## config.mk

```make
export PLATFORM = sky130hd
export DESIGN_NAME = div_seq
export DESIGN_NICKNAME = d
export VERILOG_FILES = /design/src/rtl/div_seq.sv
export SDC_FILE = /design/constraint.sdc
export NUM_CORES = 1
export LEC_CHECK = 0
export BUFFER_PORTS_ARGS = -buffer_cell sky130_fd_sc_hd__buf_4
export CAP_MARGIN = 10
export CORE_ASPECT_RATIO = 0.7
export CORE_MARGIN = 4
export CORE_UTILIZATION = 62
export DETAILED_ROUTE_END_ITERATION = 16
export PLACE_DENSITY_LB_ADDON = 0.05
export SLEW_MARGIN = 25
export SYNTH_ARGS = -nofsm -noshare
export SYNTH_HDL_FRONTEND = slang
export SYNTH_SLANG_ARGS = --single-unit
```

## constraint.sdc

```tcl
create_clock -name clk -period 8.45 [get_ports clk]
set_input_delay 1.2675 -clock clk [delete_from_list [all_inputs] [get_ports clk]]
set_output_delay 1.2675 -clock clk [all_outputs]
set_load 0.1 [all_outputs]
```

## src/rtl/div_seq.sv

```systemverilog
// div_seq: iterative restoring divider for the DIV/DIVU path.
// It produces one quotient bit per clock. The quotient goes to LO and the
// remainder goes to HI. Control is a start/busy/done handshake.
// The optional macro SIGNED_DIV_EN adds signed division selected by sgn.
// Without SIGNED_DIV_EN, sgn is ignored and every operation is unsigned.
//
// state | meaning
// ------+-----------------------------------------------------------
// IDLE  | waiting for start
// RUN   | one restoring step per cycle, r_cnt counts down to 1
// FIN   | done pulse; results valid; a new start may be accepted
module div_seq #(
  parameter int WIDTH = 32
) (
  input  logic             clk,
  input  logic             rst,
  input  logic             start,
  input  logic             sgn,
  input  logic [WIDTH-1:0] a,
  input  logic [WIDTH-1:0] b,
  output logic             busy,
  output logic             done,
  output logic [WIDTH-1:0] quo,
  output logic [WIDTH-1:0] rem,
  output logic             dz
);

  localparam int CW = $clog2(WIDTH + 1);

  typedef enum logic [1:0] {
    S_IDLE = 2'd0,
    S_RUN  = 2'd1,
    S_FIN  = 2'd2
  } state_t;

  state_t           r_state;
  state_t           w_state_nxt;
  logic             w_accept;
  logic             w_b_zero;

  logic [WIDTH-1:0] r_p;
  logic [WIDTH-1:0] r_q;
  logic [WIDTH-1:0] r_d;
  logic [CW-1:0]    r_cnt;
  logic [WIDTH-1:0] r_quo;
  logic [WIDTH-1:0] r_rem;
  logic             r_dz;

  logic [WIDTH:0]   w_trial;
  logic [WIDTH:0]   w_diff;
  logic [WIDTH:0]   w_sel;
  logic             w_ge;
  logic [WIDTH-1:0] w_p_nxt;
  logic [WIDTH-1:0] w_q_nxt;
  logic             w_last;

  logic [WIDTH-1:0] w_a_mag;
  logic [WIDTH-1:0] w_b_mag;
  logic [WIDTH-1:0] w_quo_fix;
  logic [WIDTH-1:0] w_rem_fix;

  assign w_b_zero = (b == '0);
  assign w_last   = (r_cnt == CW'(1));

  // Restoring step: shift the next dividend bit into the partial remainder,
  // then subtract the divisor if it fits. The trial value is one bit wider
  // than the operands so that the compare cannot overflow.
  assign w_trial = {r_p, r_q[WIDTH-1]};
  assign w_diff  = w_trial - {1'b0, r_d};
  assign w_ge    = (w_trial >= {1'b0, r_d});
  assign w_sel   = w_ge ? w_diff : w_trial;
  assign w_p_nxt = w_sel[WIDTH-1:0];
  assign w_q_nxt = {r_q[WIDTH-2:0], w_ge};

`ifdef SIGNED_DIV_EN
  logic r_neg_q;
  logic r_neg_r;
  logic w_a_neg;
  logic w_b_neg;
  logic w_unused;

  // The core divides magnitudes. The signs are fixed up on the way out.
  // The quotient is negated if the operand signs differ.
  // The remainder takes the sign of the dividend.
  assign w_a_neg   = sgn & a[WIDTH-1];
  assign w_b_neg   = sgn & b[WIDTH-1];
  assign w_a_mag   = w_a_neg ? -a : a;
  assign w_b_mag   = w_b_neg ? -b : b;
  assign w_quo_fix = r_neg_q ? -w_q_nxt : w_q_nxt;
  assign w_rem_fix = r_neg_r ? -w_p_nxt : w_p_nxt;
  // The top bit of the selected trial value is always zero after a step,
  // so it is not used.
  assign w_unused  = w_sel[WIDTH];

  // Latch the sign-fixup flags when an operation with a nonzero divisor is accepted.
  always_ff @(posedge clk or posedge rst) begin
    if (rst) begin
      r_neg_q <= 1'b0;
      r_neg_r <= 1'b0;
    end else if (w_accept && !w_b_zero) begin
      r_neg_q <= w_a_neg ^ w_b_neg;
      r_neg_r <= w_a_neg;
    end
  end
`else
  logic [1:0] w_unused;

  assign w_a_mag   = a;
  assign w_b_mag   = b;
  assign w_quo_fix = w_q_nxt;
  assign w_rem_fix = w_p_nxt;
  // In this build sgn has no function.
  // The top trial bit is always zero after a step, so it is not used either.
  assign w_unused  = {sgn, w_sel[WIDTH]};
`endif

  // State register.
  always_ff @(posedge clk or posedge rst) begin
    if (rst) begin
      r_state <= S_IDLE;
    end else begin
      r_state <= w_state_nxt;
    end
  end

  // Next-state logic and the busy/done decode.
  // A start request is honoured only in IDLE or FIN.
  always_comb begin
    w_state_nxt = r_state;
    w_accept    = 1'b0;
    busy        = 1'b0;
    done        = 1'b0;
    case (r_state)
      S_IDLE, S_FIN: begin
        done = (r_state == S_FIN);
        if (start) begin
          w_accept    = 1'b1;
          w_state_nxt = w_b_zero ? S_FIN : S_RUN;
        end else begin
          w_state_nxt = S_IDLE;
        end
      end
      S_RUN: begin
        busy = 1'b1;
        if (w_last) begin
          w_state_nxt = S_FIN;
        end
      end
      default: begin
        w_state_nxt = S_IDLE;
      end
    endcase
  end

  // Datapath: capture operands on accept, then iterate.
  // The result registers change only when the FSM enters FIN.
  always_ff @(posedge clk or posedge rst) begin
    if (rst) begin
      r_p   <= '0;
      r_q   <= '0;
      r_d   <= '0;
      r_cnt <= '0;
      r_quo <= '0;
      r_rem <= '0;
      r_dz  <= 1'b0;
    end else if (w_accept) begin
      if (w_b_zero) begin
        r_quo <= '1;
        r_rem <= a;
        r_dz  <= 1'b1;
        r_cnt <= '0;
      end else begin
        r_p   <= '0;
        r_q   <= w_a_mag;
        r_d   <= w_b_mag;
        r_cnt <= CW'(WIDTH);
      end
    end else if (r_state == S_RUN) begin
      r_p   <= w_p_nxt;
      r_q   <= w_q_nxt;
      r_cnt <= r_cnt - CW'(1);
      if (w_last) begin
        r_quo <= w_quo_fix;
        r_rem <= w_rem_fix;
        r_dz  <= 1'b0;
      end
    end
  end

  assign quo = r_quo;
  assign rem = r_rem;
  assign dz  = r_dz;

endmodule
```

# --- Word-level counts from Yosys, hierarchy flattened ---
# Cells that the tools add are included.
totals:
  reg_bits: 169
  inputBits: 68
  output_inout_bits: 67
  word_cells: 56
op_classes:
  add_sub_neg: 2
  magnitude_cmp: 1
  eq_ne: 6
  muxes: 30
  bitwise_logic: 1
  reduce_logical: 8
ops:
  columns: ["op", "count"]
  rows:
  - ["$mux W32", 15]
  - ["$ge A33 B32 Y1", 1]
  - ["$logic_not A32 Y1", 1]
  - ["$sub A32 B32 Y32", 1]
  - ["$mux W6", 3]
  - ["$mux W1", 8]
  - ["$eq A6 B1 Y1 const B", 1]
  - ["$mux W2", 3]
  - ["$sub A6 B1 Y6 const B", 1]
  - ["$ne A2 B2 Y1 const B", 2]
  - ["$pmux W2 S2", 1]
  - ["$reduce_and A2 Y1", 2]
  - ["$reduce_bool A2 Y1", 2]
  - ["$reduce_and A3 Y1", 1]
  - ["$eq A2 B1 Y1 const B", 1]
  - ["$eq A2 B2 Y1 const B", 1]
  - ["$logic_not A2 Y1", 1]
  - ["$ne A2 B1 Y1 const B", 1]
  - ["$reduce_or A2 Y1", 1]
  - ["$not A1 Y1", 1]

# --- Logic depth before layout (Yosys ltp) ---
# Gate-level depths: netlist (run 1).
logic_depth:
  ltp_word: 5
  ltp_mapped: 12
  ltp_nobuf: 12

# --- Worst setup path before layout (run 1) ---
# Ideal clock, no wire load.
synth_timing:
  path_type: "input to register"
  startpoint: "in b[0]"
  endpoint: "reg r_rem[13] (netlist: rem[13])"
  setup_ns: 0.082
  arrival_time_ns: 3.202
  required_time_ns: 8.368
  slack_ns: 5.167
  stages: 9
  path_buffers: 3
  path_cell_list: "nor4_1 > nand2_1 > nor4_1 > or2_2 > clkbuf_1 > buf_2 > clkbuf_1 > nor2_1 > a31oi_2"
synth_between:
  elab_chain_cells: 3
synth_rtl:
  columns: ["item", "line_no", "rtl"]
  rows:
  - ["start, declared", "20", "input logic [WIDTH-1:0] b,"]
  - ["$logic_not A32 Y1", "62", "assign w_b_zero = (b == '0);"]
  - ["$ne A2 B1 Y1 (no line)", null, null]
  - ["$reduce_and A3 Y1 (no line)", null, null]
  - ["end signal, assigned", "184", "r_rem <= w_rem_fix;"]
  - ["end, declared", "46", "logic [WIDTH-1:0] r_rem;"]
# Every way passes these cells.
# A chain may end at the register's enable or synchronous reset.

# --- Worst setup path after layout (run 1) ---
layout_timing:
  startpoint: "reg r_p[9]"
  endpoint: "reg r_p[11]"
layout_between:
  elab_chain_cells: 4
  word_cells_on_any_way: 5
  classes_between: "add/sub: 1; order compare: 1; mux: 3"
layout_rtl:
  columns: ["item", "line_no", "rtl"]
  rows:
  - ["start, declared", "41", "logic [WIDTH-1:0] r_p;"]
  - ["start signal, assigned", "179", "r_p <= w_p_nxt;"]
  - ["$sub A32 B32 Y32 or $ge A33 B32 Y1 (tied branches)", "69, 70", null]
  - ["$mux W32 *", "71", "assign w_sel = w_ge ? w_diff : w_trial;"]
  - ["$mux W32 *", "178", "end else if (r_state == S_RUN) begin"]
  - ["$mux W32 *", "166", "end else if (w_accept) begin"]
# Mark *: on every way between the ends. The rest lies on a longest branch, timed or not. The select of a mux whose other input is x is not followed.

==> results of run 1 <==
[path summary, 6_finish.rpt]
check,cells after the start,slack [ns],end
max,10,4.59,r_p[11]$_DFFE_PP0P_
min in group asynchronous,2,1.03,quo[25]$_DFFE_PP0P_
max in group asynchronous,3,6.04,r_d[14]$_DFFE_PP0P_
min reg2reg,2,0.50,quo[30]$_DFFE_PP0P_
min,2,0.50,quo[30]$_DFFE_PP0P_
max reg2reg,10,4.59,r_p[11]$_DFFE_PP0P_
[per-layer routing]
| metal | up-vias | track usage, % | wire length (µm) |
|---|---|---|---|
| met4 | 0 | 9.389 | 572 |
| met3 | 46 | 6.360 | 1701 |
| met1 | 3856 | 43.24 | 11270 |
| li1 | 3755 | - | - |
| met2 | 304 | 45.30 | 11080 |
| met5 | - | 0 | 0 |
[critical path: stages (launching register included)]
cell and delay [ns]:
dfrtp_1 0.41, ha_1 0.41, a21o_1 0.23, a211o_1 0.31, a311o_1 0.37, o31ai_4 0.41
a211oi_2 0.18, nor3_4 0.60, buf_4 0.41, a22o_1 0.28, mux2_4 0.17
[flip-flops by register name (all words and copies together), names as in the netlist]
name     cells
r_d         32
r_q         32
quo         32
r_p         32
dz           1
r_cnt        6
rem         32
r_state      2
[metrics by stage]
step                      hold WS [ns]  worst slack, ns  area (µm²)  util (%)  cells
after floorplan                 0.4468            2.607        9276         -    996
after global placement          0.4634            4.299       10330     70.38   1272
after detailed placement        0.4791            4.303       10330     70.38   1272
after CTS                       0.4863            4.633       10920     74.40   1304
after global routing            0.5191            4.423       10960     74.66   1305
final                           0.4951            4.594       10960     74.66   1305
[final cells by class]
type	count	area, µm²
repair buffers	142	1086
flip-flops and latches	169	4229
clock buffers	17	425.4
clock inverters	15	163.9
multi-input cells	723	4638
fillers	1071	3719
inverters	44	170.2
well taps	195	244.0
[layout by cell type (no fill, tap or decap), types with 9 or more instances in the layout]
master     Yosys  layout
o21ai_0       61      61
nor2_1       105     105
nor4_1        12      11
nand3_1       11      11
nand4_1        9       9
a31oi_1       54      54
buf_4          0     141
a22oi_2       14      14
nand2_1      169     167
ha_1          34      34
a21oi_1       50      50
xnor2_1       15      15
xor2_1        10      10
mux2_2        34      34
inv_1         44      43
clkbuf_16      0      17
nor3_1         9       9
dfrtp_1      169     169
[kinds of logic (layout without fill, tap and decap cells)]
group / after synthesis / count (layout) / synth area share [%]
AND/OR/NAND/NOR: 350 / 350 / 16.35
adder cells (fa/ha/maj): 35 / 35 / 4.802
multiplexers: 45 / 45 / 5.584
AO/OA/AOI/OAI: 267 / 267 / 20.29
buffers and inverters: 104 / 218 / 4.856
flip-flops: 169 / 169 / 45.59
XOR/XNOR: 26 / 26 / 2.536
==> reports/qor.yml, run 1 <==
outcome:
  status: "complete, no violations"
setup_path:
  crit_type: "reg2reg"
  critPathMaxFanout: 17
  crit_arrival_ns: 4.24
  start_kind: "flop"
  startpoint: "r_p[9]$_DFFE_PP0P_"
  end_kind: "flop"
  critPathRequiredTime_ns: 8.83
  timing.rr.start: "r_p[9]$_DFFE_PP0P_"
clock_network:
  cts_tree: "done"
  cts_root_buf: "clkbuf_16"
  cts_sinks: 169
  clk-insertion-delay-late_ns: 0.45
  htreeDepth: 4
  clockBufferDepth: 2
  cts_resized: 0
  clkTransAtPathRegs_ns: 0.07
  cts_made_buffers: 17
  post_cts_buffers: 0
  cts_hold_buffers: 0
route:
  drtIter0Drc: 816
  wl_per_cell_um: 18.87
  vias: 7961
  finalWirelength_um: 24620
  drc: 0
  drt_pass1_iterations: 5
  vias_per_cell: 6.100
  ant_nets: 0
logic_synthesis:
  yosys-top-cells-area: "dfrtp_1 (46%), nand2_1 (6.8%), ha_1 (4.6%)"
  yosysTopAreaCell: "dfrtp_1"
  synthTopCellsByCount: "dfrtp_1 (169), nand2_1 (169), nor2_1 (105), o21ai_0 (61), a31oi_1 (54)"
  synthCells: 996
  syn-num-nets: 1099
  synth_top_area_share_pct: 45.59
  syn_area_um2: 9276
  ys_types: 76
  synth_edf_count: 0
  synth_area_per_cell_um2: 9.314
  yosys_warnings: 0
  synthFlopType: "dfrtp_1"
  seq_area_frac_synth_pct: 45.59
  synth-seq-cells: 169
  ys_async_sr_fraction_pct: 100.0
grt:
  grt_pass1_wl_um: 39830
  grt-ovfl-total: 0
  antenna_found_initial: 0
  grtUsageTotal_pct: 29.77
  grt_max_degree: 107
  grt_pass1_vias: 7616
floorplanning:
  pin_count: 135
  rows: 37
  core_um2: 14680
  die_height_um: 110.3
  start_util_pct: 63.21
  die_x_um: 154.2
  fp.dieArea_um2: 17010
layout:
  fin_nets: 1200
  area_growth_pct: 18.11
  diodes: 0
  layout-drive-gt1-share_pct: 23.15
timing:
  period_needed_ns: 3.856
  tns_ns: 0
  report.final.hold_viol_count: 0
  grt_setup_unrepaired: "false"
  setup_viol: 0
  skew_ns: 0.01146
  clock.fmax_mhz: 259.3
  slew_viol_final: 0
  relSlewSlack_pct: 39.03
  worst_pin_slew_ns: 0.9145
  finalCritPeriodShare_pct: 45.63
min_path:
  hp-start: "r_q[29]$_DFFE_PP0P_"
  min_path_type: "reg2reg"
placement:
  gp_congestion: 0.9516
  port_buffers: 133
  hpwl_um: 17200
flow_run:
  maxCapViolCount: 0
Power of run 1 is left out: the tool's default activity adds up to more than one toggle a clock period on the data nets, which glitch-free logic cannot reach.
==> run 2, diff against run 1 <==
- CORE_UTILIZATION: 62 -> 58
- clock period: 8.45 -> 3.9 ns (I/O delays scaled with it)
==> run 2 against run 1 <==
  * Highest routed layer unchanged
  * Flip-flop and latch count unchanged
  * Critical path type unchanged
  * Die area up 6.5%
  * Largest cell class unchanged
  * Setup slack worse by 4.3 ns
==> reports/qor.yml, run 2 (synthesized netlist as in run 1, its figures left out) <==
outcome:
  status: "complete, no violations"
placement:
  dp.cells: 1287  # +1.2%
  port_buffers: 133  # unchanged
  gp_congestion: 0.9149  # -3.9%
  hpwl_um: 17790  # +3.4%
timing:
  grt_setup_unrepaired: "false"
  finalCritPeriodShare_pct: 91.34  # +46 points
  skew_ns: 0.007844  # -0.003621 ns
  clock.fmax_mhz: 280.7  # +8.3%
  tns_ns: 0  # unchanged
  period_needed_ns: 3.562  # -0.2939 ns
  relSlewSlack_pct: 37.91  # -1.1 points
  setup_viol: 0  # unchanged
  slew_viol_final: 0  # unchanged
  whs_ns: 0.3944  # -0.1006 ns
  report.final.hold_viol_count: 0  # unchanged
  worst_pin_slew_ns: 0.9314  # +0.01686 ns
route:
  top_layer_used: "met4"
  wl_per_cell_um: 19.14  # +1.4%
  met2_length_um: 11370  # +2.7%
  vias_per_cell: 6.093  # -0.12%
  drtIter0Drc: 790  # -3.2%
  wl_met1_um: 11450  # +1.6%
  drc: 0  # unchanged
  finalWirelength_um: 25240  # +2.5%
  vias: 8037  # +0.95%
  drt_pass1_iterations: 5  # unchanged
  wl_met3_um: 1965  # +16%
  ant_nets: 0  # unchanged
clock_network:
  clockBufferDepth: 2  # unchanged
  htreeDepth: 4  # unchanged
  post_cts_buffers: 0  # unchanged
  cts_root_buf: "clkbuf_16"
  cts_tree: "done"
  clk-insertion-delay-late_ns: 0.43  # -0.02 ns
  cts_resized: 0  # unchanged
  cts_made_buffers: 17  # unchanged
  cts_sinks: 169  # unchanged
  cts_hold_buffers: 0  # unchanged
  clkTransAtPathRegs_ns: 0.07  # about the same
grt:
  grt_pass1_wl_um: 40950  # +2.8%
  grt-ovfl-total: 0  # unchanged
  grt_max_degree: 170  # +59%
  grt_pass1_vias: 7711  # +1.2%
  antenna_found_initial: 0  # unchanged
  grtUsageTotal_pct: 28.22  # -1.5 points
flow_run:
  maxCapViolCount: 0  # unchanged
layout:
  fillerInstances: 1253  # +17%
  mostFrequentLayoutCell: "dfrtp_1"
  layout_common_cells: "dfrtp_1 (169), nand2_1 (167), buf_4 (149)"
  area_growth_pct: 19.29
  layout-drive-gt1-share_pct: 23.77  # +0.62 points
  fin_cells: 1319  # +1.1%
  fin_nets: 1209  # +0.75%
  diodes: 0  # unchanged
  finish.utilization_pct: 70.96  # -3.7 points
  seqCellArea_um2: 4229  # unchanged
  multiInputGateArea_um2: 4629  # -0.19%
setup_path:
  critPathRequiredTime_ns: 4.21  # -4.62 ns
  end_kind: "flop"
  critPathMaxFanout: 4  # -13
  slowest_stage: "a2111oi_0"
  path_common_cell: "inv_1"
  crit_arrival_ns: 3.88  # -0.36 ns
  crit_type: "reg2reg"
  start_kind: "flop"
  slowest_delay_ns: 0.44  # -0.16 ns
  crit_chain: "inv_1, ha_1, inv_1, fa_1, a211oi_1, nor2_1, a2111oi_0, buf_4, o21ai_0, o221ai_1, xor2_1, o2bb2ai_1, mux2_2"
floorplanning:
  die_height_um: 113.8  # +3.1%
  core_um2: 15600  # +6.3%
  start_util_pct: 59.48  # -3.7 points
  die_x_um: 159.2  # +3.2%
  rows: 38  # +2.7%
  fp.dieArea_um2: 18110  # +6.5%
  pin_count: 135  # unchanged
min_path:
  min_path_type: "in2reg"
## run 2: per-layer routing
metal / up-vias / track usage [%]
met3: 37 / 5.489
met4: 0 / 7.977
met2: 330 / 43.61
met5: - / 0
li1: 3756 / -
met1: 3914 / 41.10
## run 2: cell type report
type	count	share of cell area, %
clock buffer	19	4.093
clock inverter	13	1.594
inverter	44	1.526
multi-input combinational	723	41.84
sequential	169	38.22
tap	200	2.261
timing repair buffer	151	10.47
## run 2: critical path, delay by kind of cell (launching register included)
kind	cells	cell delay [ns]
muxes	1	0.28
DFF	1	0.43
AOI/OAI and AO/OA	5	1.48
xor gates and xnor gates	1	0.19
buffers and inverters	3	0.34
and+or+nand+nor	1	0.12
adders and majority gates	2	0.60
## run 2: stage by stage
stage / area (µm²) / setup WS [ns]
final: 11070 / 0.3378
after floorplan: 9280 / 1.047
after global routing: 11070 / 0.2422
after global placement: 10430 / 0.5368
after CTS: 11060 / 0.4479
after detailed placement: 10430 / 0.5183
## run 2: final timing paths
kind	from	endpoint	slack, ns	cells past startpoint
setup / recovery	r_q[31]$_DFFE_PP0P_	r_p[30]$_DFFE_PP0P_	0.34	13
hold / removal	b[14]	r_d[14]$_DFFE_PP0P_	0.39	2
setup reg to reg	r_q[31]$_DFFE_PP0P_	r_p[30]$_DFFE_PP0P_	0.34	13
hold reg to reg	r_cnt[4]$_DFFE_PP0P_	r_cnt[4]$_DFFE_PP0P_	0.50	1
max in group asynchronous	rst	rem[15]$_DFFE_PP0P_	2.79	3
min in group asynchronous	rst	r_d[31]$_DFFE_PP0P_	0.41	3
Power of run 2 is left out for the same reason.
